[src/rtl/led_pattern_gen.sv]
// -----------------------------------------------------------------------------
// led_pattern_gen
//
// Purpose:
//   One shared free-running counter drives NUM_CH LED channels. Each channel
//   can be set at runtime to off, on, blink (square wave) or breathe
//   (triangle-ramped PWM). A global active-low gate forces every LED inactive
//   without disturbing the counter or the breathe ramps. Pin polarity
//   inversion is done outside this block.
//
// Ports:
//   clk        in   system clock
//   rst        in   asynchronous, active-high reset
//   cfg_we     in   config write strobe (one-cycle pulse)
//   cfg_ch     in   target channel index
//   cfg_mode   in   mode to write (0 off, 1 on, 2 blink, 3 breathe)
//   cfg_shift  in   rate select to write (clamped to DIV_W-1)
//   gate_n     in   global enable, active-low; 0 forces all LEDs to 0
//   led        out  registered LED drive, active-high, one bit per channel
//   cfg_err    out  one-cycle pulse after a write to an out-of-range channel
//
// Config interface: cfg_we is a plain strobe with no ready/back-pressure.
// Every cycle with cfg_we=1 is one write, consumed at that clock edge. A write
// to a valid channel updates mode/shift at that edge (the LED follows one
// edge later); a write to cfg_ch >= NUM_CH changes nothing and raises
// cfg_err for the following cycle.
// -----------------------------------------------------------------------------
module led_pattern_gen #(
  parameter int NUM_CH    = 5,
  parameter int DIV_W     = 27,
  parameter int PWM_W     = 8,
  parameter int DEF_MODE  = 2,
  parameter int DEF_SHIFT = 23,
  localparam int CH_W     = (NUM_CH > 1) ? $clog2(NUM_CH) : 1
) (
  input  logic              clk,
  input  logic              rst,
  input  logic              cfg_we,
  input  logic [CH_W-1:0]   cfg_ch,
  input  logic [1:0]        cfg_mode,
  input  logic [4:0]        cfg_shift,
  input  logic              gate_n,
  output logic [NUM_CH-1:0] led,
  output logic              cfg_err
);

  typedef enum logic [1:0] {
    MODE_OFF     = 2'd0,
    MODE_ON      = 2'd1,
    MODE_BLINK   = 2'd2,
    MODE_BREATHE = 2'd3
  } mode_t;

  localparam logic [4:0]       SHIFT_MAX = 5'(DIV_W - 1);
  localparam logic [4:0]       DEF_SH    = 5'((DEF_SHIFT > DIV_W - 1) ? (DIV_W - 1) : DEF_SHIFT);
  localparam logic [1:0]       DEF_M     = 2'(DEF_MODE);
  localparam logic [PWM_W-1:0] DUTY_MAX  = '1;

  // ---------------------------------------------------------------------------
  // Shared counter and config decode
  // ---------------------------------------------------------------------------
  logic [DIV_W-1:0]  r_cnt;
  logic [4:0]        w_cfg_shift;
  logic              w_cfg_bad;
  logic [NUM_CH-1:0] w_nxt;
  logic [NUM_CH-1:0] r_led;
  logic              r_err;

  always_ff @(posedge clk or posedge rst) begin
    if (rst) begin
      r_cnt <= '0;
    end else begin
      r_cnt <= r_cnt + 1'b1;
    end
  end

  assign w_cfg_shift = (cfg_shift > SHIFT_MAX) ? SHIFT_MAX : cfg_shift;
  assign w_cfg_bad   = cfg_we && (32'(cfg_ch) >= 32'(NUM_CH));

  // ---------------------------------------------------------------------------
  // Per-channel state: mode, rate select, breathe duty and ramp direction
  // ---------------------------------------------------------------------------
  for (genvar g = 0; g < NUM_CH; g++) begin : g_ch
    mode_t            r_mode;
    logic [4:0]       r_shift;
    logic [PWM_W-1:0] r_duty;
    logic             r_dir_down;
    logic             w_hit;
    logic             w_step;
    logic [DIV_W-1:0] w_shifted;
    logic [DIV_W-1:0] w_win_mask;

    assign w_hit     = cfg_we && (cfg_ch == CH_W'(g));
    assign w_shifted = r_cnt >> r_shift;

    // Mask of cnt[shift:0]; the double shift keeps shift=DIV_W-1 well defined
    // (all ones) without needing a wider intermediate.
    assign w_win_mask = ~(({DIV_W{1'b1}} << r_shift) << 1);
    assign w_step     = (r_mode == MODE_BREATHE) &&
                        ((r_cnt & w_win_mask) == w_win_mask);

    always_comb begin
      w_nxt[g] = 1'b0;
      unique case (r_mode)
        MODE_OFF:     w_nxt[g] = 1'b0;
        MODE_ON:      w_nxt[g] = 1'b1;
        MODE_BLINK:   w_nxt[g] = w_shifted[0];
        MODE_BREATHE: w_nxt[g] = (r_cnt[PWM_W-1:0] < r_duty);
        default:      w_nxt[g] = 1'b0;
      endcase
    end

    always_ff @(posedge clk or posedge rst) begin
      if (rst) begin
        r_mode     <= mode_t'(DEF_M);
        r_shift    <= DEF_SH;
        r_duty     <= '0;
        r_dir_down <= 1'b0;
      end else if (w_hit) begin
        // A write always wins over a coincident breathe step.
        r_mode  <= mode_t'(cfg_mode);
        r_shift <= w_cfg_shift;
        if (mode_t'(cfg_mode) == MODE_BREATHE) begin
          r_duty     <= '0;
          r_dir_down <= 1'b0;
        end
      end else if (w_step) begin
        // Direction flips in the same step that reaches an end point, so the
        // ramp never wraps. The end-point guards only matter if the ramp
        // state were ever inconsistent.
        if (!r_dir_down) begin
          if (r_duty != DUTY_MAX) begin
            r_duty <= r_duty + 1'b1;
          end
          if (r_duty >= DUTY_MAX - 1'b1) begin
            r_dir_down <= 1'b1;
          end
        end else begin
          if (r_duty != '0) begin
            r_duty <= r_duty - 1'b1;
          end
          if (r_duty <= {{(PWM_W-1){1'b0}}, 1'b1}) begin
            r_dir_down <= 1'b0;
          end
        end
      end
    end
  end

  // ---------------------------------------------------------------------------
  // Output registers; the gate only masks the drive, never the ramps.
  // ---------------------------------------------------------------------------
  always_ff @(posedge clk or posedge rst) begin
    if (rst) begin
      r_led <= '0;
      r_err <= 1'b0;
    end else begin
      r_led <= gate_n ? w_nxt : '0;
      r_err <= w_cfg_bad;
    end
  end

  assign led     = r_led;
  assign cfg_err = r_err;

endmodule
[config.mk]
export PLATFORM = sky130hd
export DESIGN_NAME = led_pattern_gen
export DESIGN_NICKNAME = d
export VERILOG_FILES = /design/src/rtl/led_pattern_gen.sv
export SDC_FILE = /design/constraint.sdc
export NUM_CORES = 1
export LEC_CHECK = 0
export CAP_MARGIN = 20
export CORE_MARGIN = 10
export CORE_UTILIZATION = 60
export DETAILED_ROUTE_END_ITERATION = 10
export PLACE_DENSITY = 0.77
export SYNTH_ARGS = -nofsm -noshare
export SYNTH_HDL_FRONTEND = slang
export SYNTH_SLANG_ARGS = --single-unit
export TNS_END_PERCENT = 20
[constraint.sdc]
create_clock -name clk -period 7.8 [get_ports clk]
set_input_delay 1.17 -clock clk [delete_from_list [all_inputs] [get_ports clk]]
set_output_delay 1.17 -clock clk [all_outputs]
set_load 0.03 [all_outputs]
==> results.txt, run 1 <==
The flow ran to the end, and the final reports show no timing, DRC or antenna violations. The H-tree was split into 4 levels. The mean post-synth cell area works out to 8.39 um^2. The logs give 0 for the total of max-cap violations and 1,324 for the placed instance count. The part of the cycle the worst path needs was 53.1%; the routed wire length was 28,300 um. Counting along the longest clock path gives a buffer depth of 2. The design draws 2.07 mW.

For this run, the share of the core covered by cells in the final layout is 66.5%. The die is 148 um wide. The number of clock sinks came out at 113. The floorplan step defined a die boundary enclosing 21,900 um^2. After routing the design area is 10,600 um^2. The top fanout value on the critical path works out to 16. The floorplan step set the die height to 148 um. At the pin with the least slew margin, the transition time is 1.00 ns.

The final critical-path required period came out at 4.14 ns. The placed wire-length estimate after detailed placement was 18,200 um; the count of flip-flops with a built-in enable after synthesis was 0. The count of buffers from port buffering works out to 19. The run gives 0 as the number of setup violations in the final report.

In this run the power density over the cells is 196 nW/um^2. Among all cell types in the netlist, the one instantiated most often is sky130_fd_sc_hd__nand2_1. For this block, the via count after detailed routing is 9,253. Of all flip-flops after synthesis, the portion carrying an async set or reset was 100%. The run gives 0 as the final count of hold timing violations. The net count of the mapped netlist is 1,245, and the leftover overflow at the end of global routing is 0.

For the effective utilization at floorplan, the log shows 61.6%. The type of origin of the critical path was an input pin. The tools report the number of primary I/O pins as 20.

The cell type of the slowest stage on the worst timing path is sky130_fd_sc_hd__clkdlybuf4s50_1. Relative to the synthesized area, the layout overhead comes to 8.00%. In the routed design, unresolved DRC markers number 0.

The remaining antenna violation count was 0. The largest stage delay on the critical path is 0.62 ns. In this run the static leakage power is 4.13 nW. The max-slew violation count was 0; the post-synthesis instance total was 1,170.

Of the cells placed in the final design, the portion with a size suffix greater than 1 is 11.4%. The later pin in the worst-skew pair is clocked with a latency of 0.43 ns. The final setup slack of the worst path is 3.66 ns, and the detailed-router iteration count before antenna repair is 6.

The run gives 0.942 as the global placement routability congestion. The commonest cells after synthesis are sky130_fd_sc_hd__nand2_1 (136), sky130_fd_sc_hd__o21ai_0 (90), sky130_fd_sc_hd__dfrtp_1 (88). The filler cells instantiated in the layout total 1,349. 0 antenna diodes ended up in the layout.

The first global-routing pass estimated 46,100 um of wire. The tools report the via count of the first global-routing pass as 8,849. The synthesized design devotes to its leading area cell type 22.4% of total area. The number of vias per cell after detailed routing is 6.82, and the net count reported at finish is 1,202. TritonCTS built the clock tree.

The worst slew margin relative to its limit came out at 32.5%. Clock-pin slew was measured on the worst setup and hold paths at 0.06 ns. Yosys attributes the largest share of cell area to sky130_fd_sc_hd__dfrtp_1 (22%), sky130_fd_sc_hd__mux4_2 (8.0%), sky130_fd_sc_hd__ha_1 (7.8%), sky130_fd_sc_hd__dfstp_2 (6.7%), sky130_fd_sc_hd__nand2_1 (5.2%). The prevailing post-synth register cell is sky130_fd_sc_hd__dfrtp_1.

The post-layout instance count excluding filler cells came out at 1,356. Initial antenna violation count: 0. Across all hold checks on the routed design, the worst slack comes to 0.476 ns. Hold repair after CTS inserted 0 buffers. OpenSTA, run right after detailed placement, puts the worst setup slack at 3.24 ns. After synthesis the cells add up to 9820 um^2. After clock tree synthesis, the setup repair step added 0 buffers. The maximum number of pins on one net before global-route repair came out at 59.

The core area was 15,900 um^2; the critical path buffer and inverter count was 2. Cell type with the highest aggregate area in the netlist: sky130_fd_sc_hd__dfrtp_1. On the final layout, the worst clock skew is 0.00897 ns.

The total number of yosys warnings was 0. The cell area after placement was 9990 um^2; the global-route usage over all layers was 25.9%. The detailed router finished its first iteration with 898 violations.

The routed wire length per instance works out to 20.8 um. STA classifies the critical path endpoint as a flop. The path class of the tightest hold or removal check is flop to flop. The synthesized design contains 113 register bits.

The tools report the number of gates resized after CTS as 0. The share of the yosys chip area belonging to registers is 29.1%, and the arrival time reported for the critical path endpoint is 4.45 ns. Clock tree synthesis inserted a total of 17 buffers.

The worst setup path is of the input pin to flop kind. Setup repair after global routing left no endpoint under its margin. The logs give 46 for the number of rows created at floorplan and 159 uV for the maximum vdd drop. Clock tree root buffer cell: sky130_fd_sc_hd__clkbuf_16. The run gives 81 as the post-synthesis cell type count.

Static timing analysis puts the maximum clock frequency at 242 MHz. On the critical path the largest part of the delay comes from simple AND/OR/NAND/NOR gates. The tools report the worst path required time as 8.11 ns.

In the final timing run, aggregate negative setup slack is 0 ns. Traced cell by cell, the critical path runs through clkdlybuf4s50_1 -> nor3_2 -> buf_4 -> or4_1 -> or4b_1 -> nor4_4 -> a21oi_1 -> o31ai_1 -> o21ai_1.
==> area by class of cell <==
type                    instances  area, um^2  share of cell area, %
flip-flops and latches        113        2860                   27.0
well taps                     216         270                   2.55
clock buffers                  22         484                   4.57
clock inverters                10         131                   1.24
inverters                      70         265                   2.50
multi-input cells             893        6310                   59.5
repair buffers                 32         288                   2.71
==> registers in the layout, indices dropped and copies added, names as in the netlist <==
| register | flops |
|---|---|
| cfg_err | 1 |
| g_ch.r_shift | 25 |
| g_ch.r_dir_down | 5 |
| led | 5 |
| g_ch.r_duty | 40 |
| g_ch.r_mode | 10 |
| r_cnt | 27 |
==> kinds of logic (layout without fill, tap and decap cells) <==
| logic type | after synthesis | after routing | share of synthesized area (%) |
|---|---|---|---|
| and+or+nand+nor | 380 | 380 | 19.5 |
| buffers and inverters | 164 | 134 | 6.77 |
| adders and majority gates | 65 | 65 | 8.18 |
| xor gates and xnor gates | 30 | 30 | 2.68 |
| DFF | 113 | 113 | 29.1 |
| muxes | 52 | 52 | 9.84 |
| AOI/OAI and AO/OA | 366 | 366 | 23.9 |
==> final timing paths <==
kind                                     endpoint  cells past startpoint              start  slack, ns
max in group asynchronous               r_cnt[26]                      3                rst       5.37
worst max register to register  g_ch[4].r_duty[3]                      7           r_cnt[8]       4.43
worst max-delay path            g_ch[4].r_duty[3]                      9          cfg_ch[0]       3.66
min in group asynchronous       g_ch[1].r_duty[3]                      2                rst       1.21
worst min-delay path            g_ch[3].r_mode[1]                      2  g_ch[3].r_mode[1]       0.48
worst min register to register  g_ch[3].r_mode[1]                      2  g_ch[3].r_mode[1]       0.48
==> placed cells by master (no fill, tap or decap), types with 13 or more instances in the layout <==
master	instances
sky130_fd_sc_hd__o22ai_1	15
sky130_fd_sc_hd__o211ai_1	14
sky130_fd_sc_hd__dfrtp_1	88
sky130_fd_sc_hd__dfstp_2	25
sky130_fd_sc_hd__nor3_1	31
sky130_fd_sc_hd__clkbuf_16	17
sky130_fd_sc_hd__xnor2_1	21
sky130_fd_sc_hd__nand2b_1	17
sky130_fd_sc_hd__nand3_1	50
sky130_fd_sc_hd__ha_1	61
sky130_fd_sc_hd__nand4_1	16
sky130_fd_sc_hd__nand2_1	136
sky130_fd_sc_hd__nor2_1	45
sky130_fd_sc_hd__o31ai_1	17
sky130_fd_sc_hd__o21ai_0	90
sky130_fd_sc_hd__mux4_2	35
sky130_fd_sc_hd__a21oi_1	76
sky130_fd_sc_hd__clkdlybuf4s50_1	19
sky130_fd_sc_hd__or3_1	13
sky130_fd_sc_hd__buf_4	13
sky130_fd_sc_hd__a31oi_1	22
sky130_fd_sc_hd__inv_1	68
sky130_fd_sc_hd__o21ai_1	22
==> worst reg2reg max path: cells and delay by family, from the launching register on <==
kind	cells	cell delay, ns
simple gates	4	1.71
flops	1	0.81
compound gates	3	0.73
==> metal layers <==
layer / share of wire [%] / vias to the layer above / global-route usage (%)
li1: - / 4249 / -
met3: 9.8 / 99 / 6.32
met1: 40 / 4403 / 32.1
met4: 3.7 / 0 / 11.7
met2: 47 / 502 / 41.8
met5: 0 / - / 0
==> where the power goes <==
group	total [mW]	switching, mW	internal, mW
Combinational	0.434	0.227	0.207
Sequential	0.825	0.158	0.667
Clock	0.815	0.282	0.533
Total	2.07	0.667	1.41
Note: power is estimated with default switching activity, not from simulation.
==> run 2: changes to the inputs <==
--- a/config.mk
+++ b/config.mk
@@ -7,9 +7,9 @@
 export LEC_CHECK = 0
 export CAP_MARGIN = 20
 export CORE_MARGIN = 10
-export CORE_UTILIZATION = 60
+export CORE_UTILIZATION = 58
 export DETAILED_ROUTE_END_ITERATION = 10
-export PLACE_DENSITY = 0.77
+export PLACE_DENSITY = 0.78
 export SYNTH_ARGS = -nofsm -noshare
 export SYNTH_HDL_FRONTEND = slang
 export SYNTH_SLANG_ARGS = --single-unit
==> constraint.sdc (replaced) <==
create_clock -name clk -period 3.7 [get_ports clk]
set_input_delay 0.555 -clock clk [delete_from_list [all_inputs] [get_ports clk]]
set_output_delay 0.555 -clock clk [all_outputs]
set_load 0.03 [all_outputs]
==> run 2 against run 1 <==
  * Clock skew grew 0.0017 ns
  * Core utilization fell by 1.1 points
  * Sequential power grew 110%
  * Non-clock buffer count up 30
  * Largest power group is now clock
  * Design area grew 2.3%
  * Critical path type is now flop to flop
  * First-iteration DRC count grew 41%
==> results.txt, run 2 (synthesis gave the netlist of run 1 again) <==
The flow ran to the end, and the final reports show no timing, DRC or antenna violations. The clock tree root buffer cell was sky130_fd_sc_hd__clkbuf_16. The maximum root-to-sink buffer count was 2 (unchanged); the post-synthesis to final-layout area growth was 10.5%.

For the total net switching power, the log shows 1.49 mW (+120%). The tools report the total of max-cap violations as 0 (unchanged). The number of setup violations in the final report was 0 (unchanged); the actual transition at the worst max-transition pin was 1.06 ns (+0.0546 ns). Number of H-tree branching levels: 4 (unchanged). For the part of the power in the clock network, the log shows 40.1% (+0.8 points). STA classifies the critical path startpoint as a flop. The routed wire length per instance is 20.9 um (+0.49%). The largest registers in the layout are g_ch.r_duty: 40 flops, r_cnt: 27 flops, g_ch.r_shift: 25 flops. The number of flip-flops in the largest register works out to 40 (unchanged). The run gives 38.6% (-1.2 points) as the sequential cell fraction of total power. The tools report the total vias in the final route as 9,528 (+3.0%).

Count of buffers from port buffering: 19 (unchanged). The portion of total power attributed to combinational logic was 21.3% (+0.4 points). The run gives 4.02 ns (-4.09 ns) as the worst path required time. The worst hold path belongs to the class flop to flop. Arrival time reported for the critical path endpoint: 3.34 ns (-1.11 ns). The height of the chip is 150 um (+1.5%), and the post-CTS setup buffer count is 0 (unchanged). Subtracting the final worst setup slack from the clock period gives 3.03 ns. Maximum number of pins on one net before global-route repair: 61 (+3.4%).

Classification of the worst setup path: flop to flop. The clock transition at the register clock pins on the worst setup and hold paths after CTS is 0.06 ns (about the same). The top fanout value on the critical path was 13 (-3). The remaining antenna violation count came out at 0 (unchanged).

For the number of primary I/O pins, the log shows 20 (unchanged). The global-route usage over all layers is 26.0% (+0.17 points). The wire length of the first global-routing pass is 47,300 um (+2.5%), and the first-iteration detailed-routing DRC count is 1,270 (+41%). The fill cell instance count of the final layout is 1,322 (-2.0%). The largest clock skew in the final design was 0.0106 ns (+0.00166 ns). The share of layout cells above drive strength 1 is 13.8% (+2.4 points), and the internal power is 2.98 mW (+110%).

The total power per unit cell area came out at 413 nW/um^2 (+110%). The library cell used most frequently in the layout, excluding fill and tap cells, is sky130_fd_sc_hd__nand2_1. The logs give 17 (unchanged) for the number of buffers added by the clock tree synthesis step and 19,900 um (+9.2%) for the placed wire-length estimate after detailed placement. The run gives 0 (unchanged) as the number of diodes. The cell area after placement was 10,200 um^2 (+2.3%); the global placement routability congestion was 0.986 (+4.7%).

The logs give 1,232 (+2.5%) for the net count reported at finish and 6310 um^2 (unchanged) for the total area of multi-input combinational cells. The setup TNS is 0 ns (unchanged), and the leakage component of the power is 4.28 nW (+3.6%). The logs give 0 (unchanged) for the number of gates resized after CTS and 65.4% (-1.1 points) for the core utilization of the finished layout. Die area: 22,500 um^2 (+3.0%). For the maximum clock frequency, the log shows 330 MHz. The final instance area came out at 10,900 um^2 (+2.3%).

The max-slew violation count was 0 (unchanged); the post-layout instance count excluding filler cells was 1,390 (+2.5%). Detailed-router iteration count before antenna repair: 6 (unchanged). Of the available clock period, the critical path in the final layout requires 81.8%. The switching part of the total is 33.4% (+1.2 points), and the number of buffers added to fix hold violations after cts is 0 (unchanged). The largest register by flop count is g_ch.r_duty. The number of clock sinks came out at 113 (unchanged). Leaving out fill and tap cells, the most frequent cells in the layout are sky130_fd_sc_hd__nand2_1 (136), sky130_fd_sc_hd__o21ai_0 (90), sky130_fd_sc_hd__dfrtp_1 (88), sky130_fd_sc_hd__a21oi_1 (76), sky130_fd_sc_hd__inv_1 (68). TritonCTS built the clock tree.

The initial antenna violation count is 1 (+1). The worst setup path is captured at a flop. The die span in x is 150 um (+1.5%), and the via count of the first global-routing pass is 9,115 (+3.0%). For the clock network latency to the later pin of the worst-skew pair, the log shows 0.44 ns (about the same). The routed wire length was 29,100 um (+3.0%).

The number of rows created at floorplan was 47 (+2.2%). The effective utilization at floorplan came out at 59.2% (-2.4 points). For the leftover overflow at the end of global routing, the log shows 0 (unchanged).

For the flip-flop and latch area, the log shows 2860 um^2 (unchanged). The number of vias per cell after detailed routing works out to 6.85 (+0.45%). Setup repair after global routing left no endpoint under its margin. Core area: 16,600 um^2 (+4.0%). The run gives 0 (unchanged) as the number of remaining DRC errors.

The placed instance count came out at 1,358 (+2.6%). The logs give 4.48 mW (+120%) for the overall power after layout and 344 uV (+120%) for the maximum vdd drop. The worst slew margin relative to its limit came out at 28.8% (-3.7 points).

The final count of hold timing violations is 0 (unchanged).
run 2: changes by cell type in the layout (fill, tap and decap cells not counted), sizes merged:
cell,delta
inv,+4
bufinv,+1
buf,+30
clkinv,-2
clkinvlp,+2
clkbuf,-5
run 2: metal layers:
layer  track usage (%)  up-vias  wire, um
li1                  -     4300         -
met1              32.8     4540     11500
met2              41.5      552     13500
met3              5.28      136      2710
met4              13.6        0      1430
met5                 0        -         0
run 2: path summary, 6_finish.rpt:
kind,start,to,slack [ns],depth (start not counted)
setup reg to reg,r_cnt[22],g_ch[2].r_duty[6],0.67,9
max in group asynchronous,rst,g_ch[0].r_shift[1],2.24,3
hold reg to reg,g_ch[0].r_mode[1],g_ch[0].r_mode[1],0.49,2
min in group asynchronous,rst,g_ch[2].r_duty[2],0.61,2
setup / recovery,r_cnt[22],g_ch[2].r_duty[6],0.67,9
hold / removal,g_ch[0].r_mode[1],g_ch[0].r_mode[1],0.49,2
run 2: power groups by stage:
stage / sequential, mW / clock, mW / combinational [mW]
2_1_floorplan: 1.52 / 0 / 0.899
5_1_grt: 1.76 / 1.86 / 1.05
4_1_cts: 1.72 / 1.81 / 0.943
3_5_place_dp: 1.73 / 0 / 0.936
3_3_place_gp: 1.73 / 0 / 0.914
6_report: 1.73 / 1.80 / 0.951
run 2: worst max-delay path, cell delays in order, from the launching register on:
cell and delay [ns]:
sky130_fd_sc_hd__dfrtp_1 0.63, sky130_fd_sc_hd__nand2_1 0.16, sky130_fd_sc_hd__nor3_1 0.29, sky130_fd_sc_hd__a21oi_1 0.12
sky130_fd_sc_hd__o41ai_1 0.56, sky130_fd_sc_hd__and4b_1 0.35, sky130_fd_sc_hd__buf_4 0.21, sky130_fd_sc_hd__o21ai_1 0.22
sky130_fd_sc_hd__o21ai_0 0.27, sky130_fd_sc_hd__o31ai_1 0.09
run 2: cell type report:
cell class	count	area share, %
multi-input combinational	893	58.1
sequential	113	26.3
timing repair buffer	62	4.73
clock buffer	17	3.92
tap	220	2.54
inverter	70	2.44
clock inverter	15	1.89
run 2: stage by stage:
step | setup WS (ns) | hold slack [ns]
floorplan | 0.199 | 0.451
CTS | 0.762 | 0.488
detailed placement | 0.326 | 0.475
finish | 0.674 | 0.490
global route | 0.506 | 0.507
global placement | 0.409 | 0.462
